--- config.mk ---
export PLATFORM = sky130hd
export DESIGN_NAME = cnn_uart_tx
export DESIGN_NICKNAME = d
export VERILOG_FILES = /design/src/rtl/cnn_uart_tx.sv
export SDC_FILE = /design/constraint.sdc
export NUM_CORES = 1
export LEC_CHECK = 0
export CAP_MARGIN = 20
export CELL_PAD_IN_SITES_DETAIL_PLACEMENT = 2
export CELL_PAD_IN_SITES_GLOBAL_PLACEMENT = 2
export CORE_MARGIN = 4
export CORE_UTILIZATION = 47
export CTS_BUF_LIST = sky130_fd_sc_hd__clkbuf_4 sky130_fd_sc_hd__clkbuf_8
export DETAILED_ROUTE_END_ITERATION = 16
export PLACE_DENSITY_LB_ADDON = 0.1
export REMOVE_ABC_BUFFERS = 1
export SLEW_MARGIN = 40
export SYNTH_ARGS = -nofsm -noshare
export SYNTH_HDL_FRONTEND = slang
export SYNTH_SLANG_ARGS = --single-unit
--- constraint.sdc ---
create_clock -name clk -period 3.5 [get_ports clk]
set_input_delay 0.7 -clock clk [delete_from_list [all_inputs] [get_ports clk]]
set_output_delay 0.7 -clock clk [all_outputs]
set_load 0.02 [all_outputs]
--- src/rtl/cnn_uart_tx.sv ---
`default_nettype none
// ============================================================================
// Module      : cnn_uart_tx
// Description : Transmit end of the CNN host link. Buffers result bytes in a
//               small circular FIFO and serializes them as 8N1 UART frames,
//               LSB first, back to back with no idle gap when data is queued.
// Revision    : 1.0 - initial release
// ============================================================================
module cnn_uart_tx #(
    parameter int CLKS_PER_BIT = 434,
    parameter int FIFO_DEPTH   = 4
) (
    input  logic       clk,
    input  logic       rst,
    input  logic       trmt,
    input  logic [7:0] tx_data,
    output logic       TX,
    output logic       tx_done,
    output logic       bsy,
    output logic       full,
    output logic       ovf
);

    localparam int AW    = $clog2(FIFO_DEPTH);
    localparam int CNT_W = $clog2(CLKS_PER_BIT);

    typedef enum logic [1:0] {
        S_IDLE  = 2'd0,
        S_START = 2'd1,
        S_DATA  = 2'd2,
        S_STOP  = 2'd3
    } state_t;

    // FIFO storage and bookkeeping
    logic [7:0]  mem_q [FIFO_DEPTH];
    logic [AW-1:0] rd_ptr_q, rd_ptr_d;
    logic [AW-1:0] wr_ptr_q, wr_ptr_d;
    logic [AW:0]   count_q, count_d;
    logic          ovf_q, ovf_d;

    // Serializer state
    state_t        state_q, state_d;
    logic [CNT_W-1:0] baud_q, baud_d;
    logic [2:0]    bit_q, bit_d;
    logic [7:0]    shift_q, shift_d;
    logic          tx_q, tx_d;

    logic w_empty;
    logic w_full;
    logic w_push;
    logic w_pop;
    logic w_bit_end;

    assign w_empty   = (count_q == '0);
    assign w_full    = (count_q == (AW+1)'(FIFO_DEPTH));
    assign w_bit_end = (baud_q == CNT_W'(CLKS_PER_BIT - 1));
    // A full FIFO still accepts a byte when the head leaves on the same edge.
    assign w_push    = trmt && (!w_full || w_pop);

    // Serializer next-state: pops the FIFO head when a frame may start.
    always_comb begin
        state_d = state_q;
        baud_d  = baud_q;
        bit_d   = bit_q;
        shift_d = shift_q;
        w_pop   = 1'b0;
        case (state_q)
            S_IDLE: begin
                baud_d = '0;
                bit_d  = '0;
                if (!w_empty) begin
                    w_pop   = 1'b1;
                    shift_d = mem_q[rd_ptr_q];
                    state_d = S_START;
                end
            end
            S_START: begin
                if (w_bit_end) begin
                    baud_d  = '0;
                    bit_d   = '0;
                    state_d = S_DATA;
                end else begin
                    baud_d = baud_q + CNT_W'(1);
                end
            end
            S_DATA: begin
                if (w_bit_end) begin
                    baud_d  = '0;
                    shift_d = {1'b0, shift_q[7:1]};
                    if (bit_q == 3'd7) begin
                        state_d = S_STOP;
                    end else begin
                        bit_d = bit_q + 3'd1;
                    end
                end else begin
                    baud_d = baud_q + CNT_W'(1);
                end
            end
            S_STOP: begin
                if (w_bit_end) begin
                    baud_d = '0;
                    // Chain straight into the next start bit when data waits.
                    if (!w_empty) begin
                        w_pop   = 1'b1;
                        shift_d = mem_q[rd_ptr_q];
                        state_d = S_START;
                    end else begin
                        state_d = S_IDLE;
                    end
                end else begin
                    baud_d = baud_q + CNT_W'(1);
                end
            end
            default: begin
                state_d = S_IDLE;
            end
        endcase
    end

    // Line level for the next cycle, derived from the next state so TX is a flop.
    always_comb begin
        tx_d = 1'b1;
        case (state_d)
            S_START: tx_d = 1'b0;
            S_DATA:  tx_d = shift_d[0];
            default: tx_d = 1'b1;
        endcase
    end

    // FIFO pointer, occupancy and overflow next-state.
    always_comb begin
        rd_ptr_d = rd_ptr_q;
        wr_ptr_d = wr_ptr_q;
        count_d  = count_q;
        ovf_d    = ovf_q | (trmt & ~w_push);
        if (w_push) begin
            wr_ptr_d = wr_ptr_q + AW'(1);
        end
        if (w_pop) begin
            rd_ptr_d = rd_ptr_q + AW'(1);
        end
        case ({w_push, w_pop})
            2'b10:   count_d = count_q + (AW+1)'(1);
            2'b01:   count_d = count_q - (AW+1)'(1);
            default: count_d = count_q;
        endcase
    end

    // FIFO data storage; contents need no reset since occupancy guards reads.
    always_ff @(posedge clk) begin
        if (w_push) begin
            mem_q[wr_ptr_q] <= tx_data;
        end
    end

    // State registers with asynchronous reset so TX idles high immediately.
    always_ff @(posedge clk or posedge rst) begin
        if (rst) begin
            state_q  <= S_IDLE;
            baud_q   <= '0;
            bit_q    <= '0;
            shift_q  <= '0;
            tx_q     <= 1'b1;
            rd_ptr_q <= '0;
            wr_ptr_q <= '0;
            count_q  <= '0;
            ovf_q    <= 1'b0;
        end else begin
            state_q  <= state_d;
            baud_q   <= baud_d;
            bit_q    <= bit_d;
            shift_q  <= shift_d;
            tx_q     <= tx_d;
            rd_ptr_q <= rd_ptr_d;
            wr_ptr_q <= wr_ptr_d;
            count_q  <= count_d;
            ovf_q    <= ovf_d;
        end
    end

    assign TX      = tx_q;
    assign tx_done = (state_q == S_STOP) && w_bit_end;
    assign bsy     = (state_q != S_IDLE) || !w_empty;
    assign full    = w_full;
    assign ovf     = ovf_q;

endmodule
`default_nettype wire

Word level (Yosys, flattened, before mapping)
Memories as Yosys holds them, arrays and structs flattened. Index checks and enable logic that the tools add are counted.

Register bits after elaboration: 31. RAM bits: 32. Bits of input ports: 11. Output and inout port bits: 5. Word-level logic and storage cells: 73. Memories kept: 1.

Add/sub/neg operators: 6. Equality and inequality tests: 14. Mux-type cells: 24. Bitwise operators: 3. Reductions and logical operators: 15.

Memories: mem_q (depth 4, bits a word 8, rd ports 1, clocked after Yosys merged registers in 0, wr ports 1, RTL line 35) `logic [7:0] mem_q [FIFO_DEPTH];`.

Operators with widths (count): 8-bit 2-to-1 mux (3); 8-bit one-hot mux with 3 select lines (1); 9-bit one-hot mux with 2 select lines (1); 2-bit 2-to-1 mux (5); 9-bit by 1-bit adder with 9-bit output, second input constant (1); 9-bit == test, second input constant (1); 3-bit 2-to-1 mux (3); 9-bit 2-to-1 mux (1); 3-bit one-hot mux with 3 select lines (1); 2-bit == test, second input constant (4); 2-bit != test, second input constant (4); 2-bit one-hot mux with 4 select lines (1); 3-bit by 1-bit adder with 3-bit output, second input constant (2); 2-bit by 1-bit == test with 1-bit output, second input constant (3); 3-bit == test, second input constant (2); 3-bit one-hot mux with 2 select lines (1); 3-bit nonzero test (2); 1-bit 2-to-1 mux (5); 2-bit by 1-bit adder with 2-bit output, second input constant (2); 1-bit one-hot mux with 2 select lines (2); 4-bit AND reduction (1); 2-bit nonzero test (2); 3-bit zero test (1); 3-bit AND reduction (1); other kinds (9) (12).

Longest topological paths before layout
Gate-level depths: netlist (run 1).

Depth in word-level cells: 9. Depth in mapped cells: 11. Mapped depth without buffers: 10.

Worst setup path before layout (run 1)
OpenSTA, ideal clock, no wires.

Kind: flip-flop to flip-flop. Start: register state_q[1]. End: register count_q[1]. Data arrival time: 2.134 ns. Data required time: 3.373 ns. Setup slack: 1.239 ns. Stages on the path, launching flop included: 12. Path buffers: 2. Period minus slack after synthesis: 2.261 ns. Cells stage by stage: dfrtp_1 inv_1 ha_1 clkbuf_1 a31oi_1 buf_2 nor3_4 nand2b_1 fa_1 nand2_1 o21ai_0 o22ai_1.

Longest elaborated chain between the ends: 6. Elaborated cells on any way between the ends: 9. Classes of those cells: eq/ne (3); mux (2); reduce/logical (4).

Ends and longest elaborated chain: from (decl) (RTL line 42) `state_t state_q, state_d;`; from (signal assigned) (RTL line 169) `state_q <= state_d;`; 2-bit == test / 2-bit zero test (equally long branches) (RTL line 67) `case (state_q)`; 1-bit one-hot mux with 2 select lines (*) (RTL line 67); 1-bit logical OR (RTL line 58) `assign w_push = trmt && (!w_full || w_pop);`; 1-bit logical AND (RTL line 58); 2-bit by 1-bit == test with 1-bit output / 2-bit == test (equally long branches) (RTL line 142) `case ({w_push, w_pop})`; 3-bit one-hot mux with 2 select lines / 2-bit nonzero test (equally long branches); to (signal assigned) (RTL line 176) `count_q <= count_d;`; to (decl) (RTL line 38) `logic [AW:0] count_q, count_d;`.

Every way passes the cells marked *; elsewhere a longest branch is shown, timed or not. A chain may end at the register's enable or synchronous reset.

Final worst setup path (run 1)
Start: register state_q[1]. End: memory mem_q[0][0], enable pin.

Longest elaborated chain between the ends: 6. Elaborated cells on any way between the ends: 7. Classes of those cells: eq/ne (1); mux (3); reduce/logical (3).

Ends and longest elaborated chain: 2-bit == test / 2-bit zero test (equally long branches) (RTL line 67); 1-bit one-hot mux with 2 select lines (*) (RTL line 67); 1-bit logical OR (*) (RTL line 58); 1-bit logical AND (*) (RTL line 58); 1-bit 2-to-1 mux (*) (RTL line 151) `if (w_push) begin`; 1-bit 2-to-1 mux (implied by the code) (*) (RTL line 152) `mem_q[wr_ptr_q] <= tx_data;`; to (decl) (RTL line 35).

Marked as above.

==> results of run 1 <==
final timing paths:
check,startpoint,to,slack (ns)
worst max-delay path,state_q[1]$_DFF_PP0_,mem_q[0][0]$_DFFE_PP_,0.47
worst min-delay path,shift_q[7]$_DFFE_PP0P_,shift_q[7]$_DFFE_PP0P_,0.53
worst max register to register,state_q[1]$_DFF_PP0_,mem_q[0][0]$_DFFE_PP_,0.47
worst min register to register,shift_q[7]$_DFFE_PP0P_,shift_q[7]$_DFFE_PP0P_,0.53
max in group asynchronous,rst,TX$_DFF_PP1_,2.43
min in group asynchronous,rst,rd_ptr_q[1]$_DFFE_PP0P_,0.73
cell type report:
class                      count  area [um^2]  share of cell area, %
sequential                    63         1740                   50.4
multi-input combinational    149         1170                   33.9
timing repair buffer          17          165                   4.79
clock buffer                   9          124                   3.59
clock inverter                 7          120                   3.48
tap                           75         93.8                   2.72
inverter                      11         41.3                   1.20
sequential cells by signal (all words and copies together), names as in the netlist:
name      count
TX            1
baud_q        9
bit_q         3
count_q       3
mem_q        32
ovf           1
rd_ptr_q      2
shift_q       8
state_q       2
wr_ptr_q      2
kinds of logic after synthesis:
kind of cell / share of synthesized area (%)
buf+inv: 2.89
mux: 9.09
xor+xnor: 3.23
simple gates: 11.9
flops: 58.2
fa+ha+maj: 5.70
compound gates: 8.97
layer usage:
| metal | part of all wire, % | track usage [%] | wire, um |
|---|---|---|---|
| met1 | 41 | 31.7 | 3580 |
| met2 | 53 | 45.1 | 4690 |
| met3 | 4.3 | 5.46 | 376 |
| met4 | 1.9 | 7.95 | 170 |
| met5 | 0 | 0 | 0 |
cells in the final DEF, fill, tap and decap left out, types with 5 or more instances in the layout:
| cell | n |
|---|---|
| nand2_1 | 19 |
| o21ai_0 | 12 |
| clkbuf_8 | 9 |
| dfrtp_1 | 30 |
| mux2i_1 | 8 |
| nor2_1 | 21 |
| mux4_2 | 8 |
| clkdlybuf4s50_1 | 15 |
| and2_1 | 5 |
| a21oi_1 | 6 |
| inv_1 | 11 |
| xnor2_1 | 8 |
| edfxtp_1 | 32 |
| ha_1 | 12 |
| a22o_1 | 7 |
| nand3_1 | 5 |
per-stage QoR:
step           worst slack [ns]  utilization, %
6_report                  0.469            57.3
5_1_grt                   0.338            57.3
4_1_cts                   0.499            57.3
3_5_place_dp              0.624            53.2
3_3_place_gp              0.764            53.1
2_1_floorplan              1.10               -
critical path: cells and delay by family (launching register included):
family	cells	cell delay (ns)
AOI/OAI and AO/OA	2	0.65
DFF	1	0.49
adders and majority gates	1	0.47
and+or+nand+nor	2	1.04
power groups by stage:
| stage | clock [mW] | combinational (mW) | sequential (mW) |
|---|---|---|---|
| after CTS | 0.814 | 0.379 | 0.955 |
| after floorplan | 0 | 0.220 | 0.943 |
| final | 0.810 | 0.376 | 0.953 |
| after global placement | 0 | 0.311 | 0.946 |
| after global routing | 0.851 | 0.407 | 0.963 |
| after detailed placement | 0 | 0.342 | 0.965 |
cells in the mapped netlist (3+ instances only):
cell,number
edfxtp_1,32
dfrtp_1,30
nor2_1,21
nand2_1,19
ha_1,12
o21ai_0,12
inv_1,11
mux2i_1,8
mux4_2,8
xnor2_1,8
a22o_1,7
a21oi_1,6
and2_1,5
clkbuf_1,5
nand3_1,5
a31oi_1,3
buf_2,3
nor3_1,3
xor2_1,3
==> results.sh, run 1 <==
export IMPL_port_buffers=15
export IMPL_synth_area_um2=2990
export IMPL_vias_per_cell=6.18
export IMPL_drc_errors=0
export IMPL_max_cap_viol_count=0
export IMPL_placed_area_um2=3210
export IMPL_row_count=28
export IMPL_core_area_um2=6030
export IMPL_wl_per_cell_um=26.6
export IMPL_crit_fanout=12
export IMPL_period_needed_ns=3.03
export IMPL_holdPathStages=2
export IMPL_critPathArrivalTime_ns=3.03
export IMPL_ys_warn_count=0
export IMPL_dpl_hpwl_mm=5.28
export IMPL_max_freq_mhz=330
export IMPL_critPathSlowestCell="or3_1"
export IMPL_syn_to_final_growth_pct=15.5
export IMPL_worstPathCellList="ha_1, a31oi_2, or3_1, a21boi_4, and2_1"
export IMPL_fin_tns_setup_ns=0
export IMPL_synth_top_cell_by_area="edfxtp_1"
export IMPL_synth_top_area_share_pct=32.2
export IMPL_cts_inserted_buffers=9
export IMPL_p_int_mw=1.51
export IMPL_ys_seq_elements=63
export IMPL_vias=2044
export IMPL_rsz0062_at_grt="no"
export IMPL_die_h_um=87.7
export IMPL_r2r_cells=5
export IMPL_wirelength_mm=8.81
export IMPL_clk_latency_ns=0.36
export IMPL_synthArstFlopShare_pct=49.2
export IMPL_slew_violations=0
export IMPL_cts_tree="built"
export IMPL_insertedDiodeCount=0
export IMPL_start_kind="register"
export IMPL_fin_hold_ws_ns=0.530
export IMPL_cts_buffer_depth=2
export IMPL_postCtsSetupRepairBufs=0
export IMPL_cts_hold_buf=0
export IMPL_synth_enable_flop_cells=32
export IMPL_synthFlopType="edfxtp_1"
export IMPL_end_kind="register"
export IMPL_dieWidth_um=87.7
export IMPL_cts_sinks=63
export IMPL_cts_root_buf="clkbuf_8"
export IMPL_pwr_share_comb_pct=17.6
export IMPL_syn_inst=232
export IMPL_initial_core_util_pct=49.6
export IMPL_grt_pass1_wl_mm=14.1
export IMPL_drt_iter0_markers=142
export IMPL_antenna_found_initial=0
export IMPL_vdd_drop_max_mv=0.395
export IMPL_crit_required_ns=3.50
export IMPL_relSlewSlack_pct=55.7
export IMPL_p_per_area_nw_per_um2=620
export IMPL_antenna_left=0
export IMPL_worstSetupPathType="register to register"
export IMPL_worstMarginPinSlew_ns=0.663
export IMPL_critPathMaxStageDelay_ns=0.57
export IMPL_die_area_um2=7690
export IMPL_outcome="complete, no violations"
export IMPL_yosys_top_cells_area="edfxtp_1 (32%), dfrtp_1 (25%), mux4_2 (6.0%)"
export IMPL_p_switching_mw=0.630
export IMPL_pwr_share_clk_pct=37.9
export IMPL_place_inst=315
export IMPL_finalSetupViolations=0
export IMPL_leakage_nw=1.43
export IMPL_final_cells=331
export IMPL_yosysSeqAreaShare_pct=58.2
export IMPL_power_frac_seq_pct=44.6
export IMPL_hp_class="register to register"
export IMPL_post_cts_resized=0
export IMPL_final_cell_area_um2=3450
export IMPL_nFillCells=549
export IMPL_grt_overflow_total=0
export IMPL_grtUsageTotal_pct=25.7
export IMPL_firstDrtPassIters=4
export IMPL_fin_total_pwr_mw=2.14
export IMPL_grt_max_degree=32
export IMPL_fin_worst_skew_ns=0.0121
export IMPL_nNetsFinal=275
export IMPL_finalCritPeriodShare_pct=86.6
export IMPL_power_switching_share_pct=29.5
export IMPL_grt_pass1_vias=2294
export IMPL_hold_viol_final=0
export IMPL_syn_area_per_cell_um2=12.9
export IMPL_clkSlewWorstSetupHoldPaths_ns=0.08
export IMPL_drive_gt1_share_pct=13.3
export IMPL_yosysUniqueCellTypes=44
export IMPL_htree_levels=3
export IMPL_globalplace_congestion=0.810
export IMPL_io_pins=16
Note: power is estimated with default switching activity, not from simulation.
==> run 2: changes to the inputs <==
CORE_UTILIZATION = 43   (was 47)
clock period = 2.9 ns   (was 3.5 ns; I/O delays follow)
==> run 2 against run 1 <==
  * Via count fell by 8.0%
  * Sequential share of layout area rose by 0.26 points
  * Combinational power increased by 6.4%
==> results.sh, run 2 (same netlist as run 1, synthesis figures left out) <==
export IMPL_outcome="complete, no violations"
export IMPL_dieWidth_um=91.3
export IMPL_relSlewSlack_pct=56.8
export IMPL_grtUsageTotal_pct=17.4
export IMPL_vias_per_cell=5.55
export IMPL_postCtsSetupRepairBufs=0
export IMPL_timing_rr_end="mem_q[0][3]$_DFFE_PP_"
export IMPL_clkSlewWorstSetupHoldPaths_ns=0.08
export IMPL_worstSetupStartpoint="baud_q[1]$_DFF_PP0_"
export IMPL_cts_inserted_buffers=9
export IMPL_largest_register="mem_q"
export IMPL_io_pins=16
export IMPL_hold_path_end="ovf$_DFF_PP0_"
export IMPL_slew_violations=0
export IMPL_hold_viol_final=0
export IMPL_final_common_cell="edfxtp_1"
export IMPL_r2r_slack_ns=0.34
export IMPL_drc_errors=0
export IMPL_cts_root_buf="clkbuf_8"
export IMPL_cts_tree="built"
export IMPL_crit_required_ns=2.32
export IMPL_p_per_area_nw_per_um2=678
export IMPL_vias=1881
export IMPL_worstPathCellList="inv_1, ha_1, and4_1, and3_1, clkdlybuf4s50_1"
export IMPL_globalplace_congestion=0.725
export IMPL_insertedDiodeCount=0
export IMPL_antenna_left=0
export IMPL_fin_hold_ws_ns=0.484
export IMPL_htree_levels=3
export IMPL_grt_pass1_vias=2160
export IMPL_worstReg2RegStart="baud_q[1]$_DFF_PP0_"
export IMPL_grt_overflow_total=0
export IMPL_worstMarginPinSlew_ns=0.647
export IMPL_worstHoldStart="ovf$_DFF_PP0_"
export IMPL_cts_hold_buf=0
export IMPL_initial_core_util_pct=44.2
export IMPL_period_needed_ns=2.59
export IMPL_die_h_um=91.3
export IMPL_dpl_hpwl_mm=4.95
export IMPL_holdPathStages=1
export IMPL_fin_tns_setup_ns=0
export IMPL_clk_latency_ns=0.34
export IMPL_largest_register_ffs=32
export IMPL_syn_to_final_growth_pct=15.0
export IMPL_drive_gt1_share_pct=14.3
export IMPL_nNetsFinal=278
export IMPL_drt_iter0_markers=48
export IMPL_end_kind="primary output"
export IMPL_die_area_um2=8340
export IMPL_reg_top3="mem_q x32, baud_q x9, shift_q x8"
export IMPL_antenna_found_initial=0
export IMPL_wl_per_cell_um=19.4
export IMPL_max_freq_mhz=386
export IMPL_hp_class="register to register"
export IMPL_grt_pass1_wl_mm=11.3
export IMPL_cts_sinks=63
export IMPL_rsz0062_at_grt="no"
export IMPL_worstSetupPathType="register to primary output"
export IMPL_finalCritPeriodShare_pct=89.4
export IMPL_grt_max_degree=17
export IMPL_row_count=30
export IMPL_critPathArrivalTime_ns=2.01
export IMPL_critPathMaxStageDelay_ns=0.60
export IMPL_leakage_nw=1.43
export IMPL_post_cts_resized=0
export IMPL_core_area_um2=6760
export IMPL_r2r_cells=7
export IMPL_fin_worst_skew_ns=0.00958
export IMPL_firstDrtPassIters=4
export IMPL_layout_common_cells="edfxtp_1 (32), dfrtp_1 (30), nor2_1 (21)"
export IMPL_finalSetupViolations=0
export IMPL_cts_buffer_depth=2
export IMPL_wirelength_mm=6.56
export IMPL_start_kind="register"
export IMPL_port_buffers=15
export IMPL_max_cap_viol_count=0
export IMPL_crit_fanout=5
export IMPL_critPathSlowestCell="clkdlybuf4s50_1"
export IMPL_vdd_drop_max_mv=0.393
-- run 2: worst max-delay path by stage --
stage,end,slack [ns],cells past startpoint
CTS,tx_done,0.28,5
detailed placement,mem_q[0][5]$_DFFE_PP_,0.33,7
global placement,mem_q[0][5]$_DFFE_PP_,0.48,5
global route,mem_q[0][5]$_DFFE_PP_,0.13,5
finish,tx_done,0.31,5
floorplan,mem_q[0][0]$_DFFE_PP_,0.50,5
-- run 2: critical path, delay by kind of cell (launching register included) --
family        cells  cell delay (ns)
fa+ha+maj         1             0.13
buf+inv           2             0.68
flops             1             0.41
simple gates      2             0.45
-- run 2: per-layer routing --
| layer | track usage (%) | vias to the layer above | wire (um) |
|---|---|---|---|
| li1 | - | 883 | - |
| met4 | 5.65 | 0 | 101 |
| met3 | 4.89 | 12 | 186 |
| met1 | 21.9 | 962 | 2920 |
| met2 | 29.1 | 24 | 3360 |
| met5 | 0 | - | 0 |
-- run 2: power by group --
part,leakage (nW),switching [mW],internal (mW),total (mW)
combinational,0.658,0.235,0.165,0.400
clock,0.102,0.380,0.408,0.788
sequential,0.669,0.0618,1.08,1.14
-- run 2: per-stage QoR --
step / power, mW / std cells / utilization [%] / worst slack (ns) / instance area [um^2]
after CTS: 2.36 / 339 / 50.8 / 0.285 / 3430
after global routing: 2.45 / 339 / 50.8 / 0.134 / 3430
final: 2.33 / 339 / 50.8 / 0.306 / 3430
after detailed placement: 1.57 / 323 / 47.8 / 0.334 / 3230
after global placement: 1.52 / 323 / 47.8 / 0.477 / 3230
after floorplan: 1.40 / 223 / - / 0.504 / 2940
-- run 2: area by class of cell --
type	count	area, um^2
well taps	80	100
inverters	11	41.3
clock inverters	7	80.1
flip-flops and latches	63	1740
multi-input cells	149	1160
repair buffers	20	188
fillers	628	3320
clock buffers	9	124
==> RTL edit 1, RTL diff (flow settings as in run 2) <==
Change the parameter `CLKS_PER_BIT` from 434 to 217.
--- a/src/rtl/cnn_uart_tx.sv
+++ b/src/rtl/cnn_uart_tx.sv
@@ -7,7 +7,7 @@
 // Revision    : 1.0 - initial release
 // ============================================================================
 module cnn_uart_tx #(
-    parameter int CLKS_PER_BIT = 434,
+    parameter int CLKS_PER_BIT = 217,
     parameter int FIFO_DEPTH   = 4
 ) (
     input  logic       clk,
Formal check against the unedited RTL: no difference found for any inputs over 10 cycles, from zero or initial values and one cycle with rst high; that may be too few to reach the edited logic, so the function may still have changed.
==> RTL edit 1 against run 2 <==
Global-route usage rose by 0.57 points; setup slack got worse by 70 ps; critical path depth decreased by 2; count of clock-buffer cells in the layout unchanged; core utilization increased by 1.3 points; sequential cell count down 1; synthesized area decreased by 1.9%; final area down 1.4%; routed wire length rose by 1.6%; register-to-register slack improved by 30 ps; highest routed layer unchanged.
Power is not compared: it rests on default switching activity, and its combinational part moved more than twofold at a synthesized area within 25%.
==> RTL edit 1: results (changes against run 2) <==
run_status:
  outcome: "completed"
worst_setup_path:
  r2r_slack_ps: 370  # +30 ps
  crit_path_start: "state_q[1]"
  cp_max_fo: 14  # +9
  critPathMaxStageDelay_ps: 660  # +60 ps
  r2r-start: "baud_q[0]"
  r2r_end: "count_q[2]"
min_path:
  min_path_cells: 2  # +1
  hold_end: "shift_q[1]"
  holdCritStartpoint: "shift_q[2]"
yosys:
  async_flop_share_pct: 48.4  # -0.82 points
  synth_area_leaders: "edfxtp_1 33%, dfrtp_1 25%, mux4_2 6.1%, ha_1 5.1%, nand2_1 2.6%"
  ys_types: 54  # +23%
  ys_seq_area_share_pct: 58.5  # +0.26 points
  synth_commonest_cells: "32 x edfxtp_1, 29 x dfrtp_1, 20 x nand2_1, 17 x nor2_1"
  avgSynthCellArea_um2: 13.4  # +3.9%
grt:
  grt_use_total_pct: 18.0  # +0.57 points
  grt_pass1_vias: 2071  # -4.1%
timing:
  timing.final.crit_share_pct: 91.9  # +2.4 points
  worst_slew_pin_slew_ps: 620  # -26.9 ps
  skew_ps: 11.4  # +1.81 ps
  hold_slack_ps: 484  # -0.323 ps
placement:
  gp_congestion: 0.863  # +19%
  dp.final_hpwl_um: 4510  # -9.0%
  pre_cts_ws_ps: 261  # -72.6 ps
  place_area_um2: 3140  # -2.6%
route:
  vias_per_cell: 5.67  # +2.2%
  dr.first_iter.drc_count: 43  # -10%
  drt_wl_total_um: 6670  # +1.6%
layout:
  final_nets: 263  # -5.4%
  top_regs: "mem_q: 32 flops, baud_q: 8 flops, shift_q: 8 flops"
  drive_gt1_share_pct: 17.2  # +2.9 points
clock_network:
  cts_resized: 1  # +1
==> RTL edit 1: cell count changes after synthesis, sizes merged, moves of 3 or more <==
cell / delta
o21ai: -6
a22o: -6
a22oi: +6
xnor2: -3
nor2: -4
mux2i: -7
==> RTL edit 1: final cells by class <==
| cell class | count | area [um^2] |
|---|---|---|
| clock inverters | 7 | 104 |
| repair buffers | 16 | 158 |
| fillers | 595 | 3110 |
| well taps | 77 | 96.3 |
| clock buffers | 9 | 124 |
| flip-flops and latches | 62 | 1710 |
| inverters | 12 | 45.0 |
| multi-input cells | 138 | 1140 |
==> RTL edit 1: tightest hold or removal path: stages, from the launching register on <==
cell and delay (ps):
dfrtp_1 350, nand2_1 60, nand2_1 50
==> RTL edit 1: metal layers <==
metal | share of wire, % | up-vias | wire, um | global-route usage [%]
li1 | - | 838 | - | -
met1 | 42 | 940 | 2790 | 21.0
met2 | 52 | 31 | 3490 | 29.7
met3 | 3.4 | 12 | 226 | 6.50
met4 | 2.4 | 0 | 159 | 7.91
met5 | 0 | - | 0 | 0
==> RTL edit 1: kinds of logic (layout without fill, tap and decap cells) <==
group	count (synthesis)	count (layout)	share of synthesized area, %
xor+xnor	10	10	2.99
flops	62	62	58.5
mux	11	11	7.26
buf+inv	19	44	2.90
compound gates	36	36	9.44
simple gates	68	68	13.2
fa+ha+maj	13	13	5.81
==> RTL edit 1: power groups by stage <==
| stage | combinational [W] | sequential [W] | clock, W |
|---|---|---|---|
| after detailed placement | 0.000987 | 0.00141 | 0 |
| after CTS | 0.00100 | 0.00141 | 0.000919 |
| after global routing | 0.00110 | 0.00144 | 0.000963 |
| final | 0.000981 | 0.00141 | 0.000885 |
| after global placement | 0.000923 | 0.00139 | 0 |
| after floorplan | 0.000710 | 0.00136 | 0 |
==> RTL edit 2, RTL diff (flow settings as in run 2) <==
Without the edit above. The output `TX` loses its register stage (`tx_q` becomes a continuous assignment).
--- a/src/rtl/cnn_uart_tx.sv
+++ b/src/rtl/cnn_uart_tx.sv
@@ -160,7 +160,6 @@
             baud_q   <= '0;
             bit_q    <= '0;
             shift_q  <= '0;
-            tx_q     <= 1'b1;
             rd_ptr_q <= '0;
             wr_ptr_q <= '0;
             count_q  <= '0;
@@ -170,13 +169,14 @@
             baud_q   <= baud_d;
             bit_q    <= bit_d;
             shift_q  <= shift_d;
-            tx_q     <= tx_d;
             rd_ptr_q <= rd_ptr_d;
             wr_ptr_q <= wr_ptr_d;
             count_q  <= count_d;
             ovf_q    <= ovf_d;
         end
     end
+
+    assign tx_q = tx_d;
 
     assign TX      = tx_q;
     assign tx_done = (state_q == S_STOP) && w_bit_end;
Behaviour: not the same (a bounded check fails within 4 cycles, from zero or initial values and one cycle with rst high).
==> RTL edit 2 against run 2 <==
Setup slack got worse by 290 ps; register-to-register slack lost 140 ps; synthesized area decreased by 0.88%; cell count increased by 3.2%; clock power down 1%; routed wire length up 25%; combinational power is 13% higher; final area grew 2.9%; count of clock-buffer cells in the layout unchanged; largest cell class unchanged; power is 0.93% higher; sequential cell count fell by 1; maximum frequency fell by 9.9%.
==> RTL edit 2: results (changes against run 2) <==
placement:
  dp.final_hpwl_um: 5260  # +6.1%
  dp.cells: 329  # +1.9%
  pre_cts_ws_ps: -78.5  # -412 ps
  place_area_um2: 3270  # +1.4%
  gp_congestion: 0.839  # +16%
pwr:
  p_leak_nw: 1.49  # +4.4%
  peakVddDrop_mv: 0.406  # +3.3%
grt:
  grt_max_degree: 31  # +14
  use_met2_pct: 36.5  # +7.5 points
  gr-usage-met3_pct: 3.80  # -1.1 points
  met1_usage_pct: 22.7  # +0.77 points
route:
  vias: 2021  # +7.4%
yosys:
  ys_types: 43  # -2.3%
  muxShareOfSynthArea_pct: 9.17  # +0.081 points
  async_flop_share_pct: 48.4  # -0.82 points
  synth_area_leaders: "edfxtp_1 32%, dfrtp_1 25%, mux4_2 6.1%, ha_1 5.1%, mux2i_1 2.7%"
  synth_xor_area_share_pct: 3.25  # +0.029 points
  synth_fa_ha_area_share_pct: 5.75  # +0.051 points
  synth_compound_area_share_pct: 9.04  # +0.080 points
worst_setup_path:
  r2r_end: "mem_q[3][0]"
  crit_path_top_delay_cell: "dfrtp_1"
  r2r-start: "state_q[0]"
  worstPathArrival_ps: 2300  # +290 ps
  crit_path_end: "TX"
  reg2reg_depth: 8  # +1
layout:
  drive_gt1_share_pct: 22.7  # +8.4 points
  nFillCells: 621  # -1.1%
timing:
  min_period_ps: 2880  # +286 ps
  worst_slew_pin_slew_ps: 537  # -111 ps
run_status:
  outcome: "completed"
[RTL edit 2: changes by cell type after synthesis]
cell,run 2,this run
dfstp_2,1,0
[RTL edit 2: worst min path at each step]
stage | slack [ps] | endpoint | cells past startpoint | from
after floorplan | 460 | shift_q[0] | 1 | shift_q[0]
after global placement | 460 | ovf | 1 | ovf
after detailed placement | 490 | ovf | 1 | ovf
after CTS | 510 | ovf | 1 | ovf
after global routing | 540 | ovf | 1 | ovf
final | 500 | ovf | 1 | ovf
[RTL edit 2: repair_timing]
| item | CTS | global route |
|---|---|---|
| resized for setup | 7 | 10 |
| endpoints found under the setup margin | 1 | 33 |
| pin swaps | 0 | 2 |
| setup buffers | 1 | 4 |
| cloned | 0 | 0 |
| hold endpoints to repair | 0 | 0 |
[RTL edit 2: per-layer routing]
metal	share of wire, %	wire length (um)
met1	39	3220
met5	0	0
met4	2.9	238
met2	55	4490
met3	2.9	234
[RTL edit 2: where the power goes]
group	internal [W]	switching, W
sequential	0.00106	0.0000559
combinational	0.000184	0.000269
clock	0.000398	0.000379
[RTL edit 2: final cells by class]
type                            instances  area (um^2)  area share, %
Timing Repair Buffer                   35          295           8.36
Clock buffer                            9          124           3.51
Multi-Input combinational cell        149         1190           33.7
Clock inverter                          7         73.8           2.09
Inverter                               11         41.3           1.17
Sequential cell                        62         1710           48.4
Tap cell                               77         96.3           2.73
[RTL edit 2: logic make-up (layout without fill, tap and decap cells)]
kind of cell	after synthesis	after routing
DFF	62	62
AOI/OAI and AO/OA	39	39
muxes	17	17
xor gates and xnor gates	11	11
and+or+nand+nor	69	69
buffers and inverters	20	62
adders and majority gates	13	13
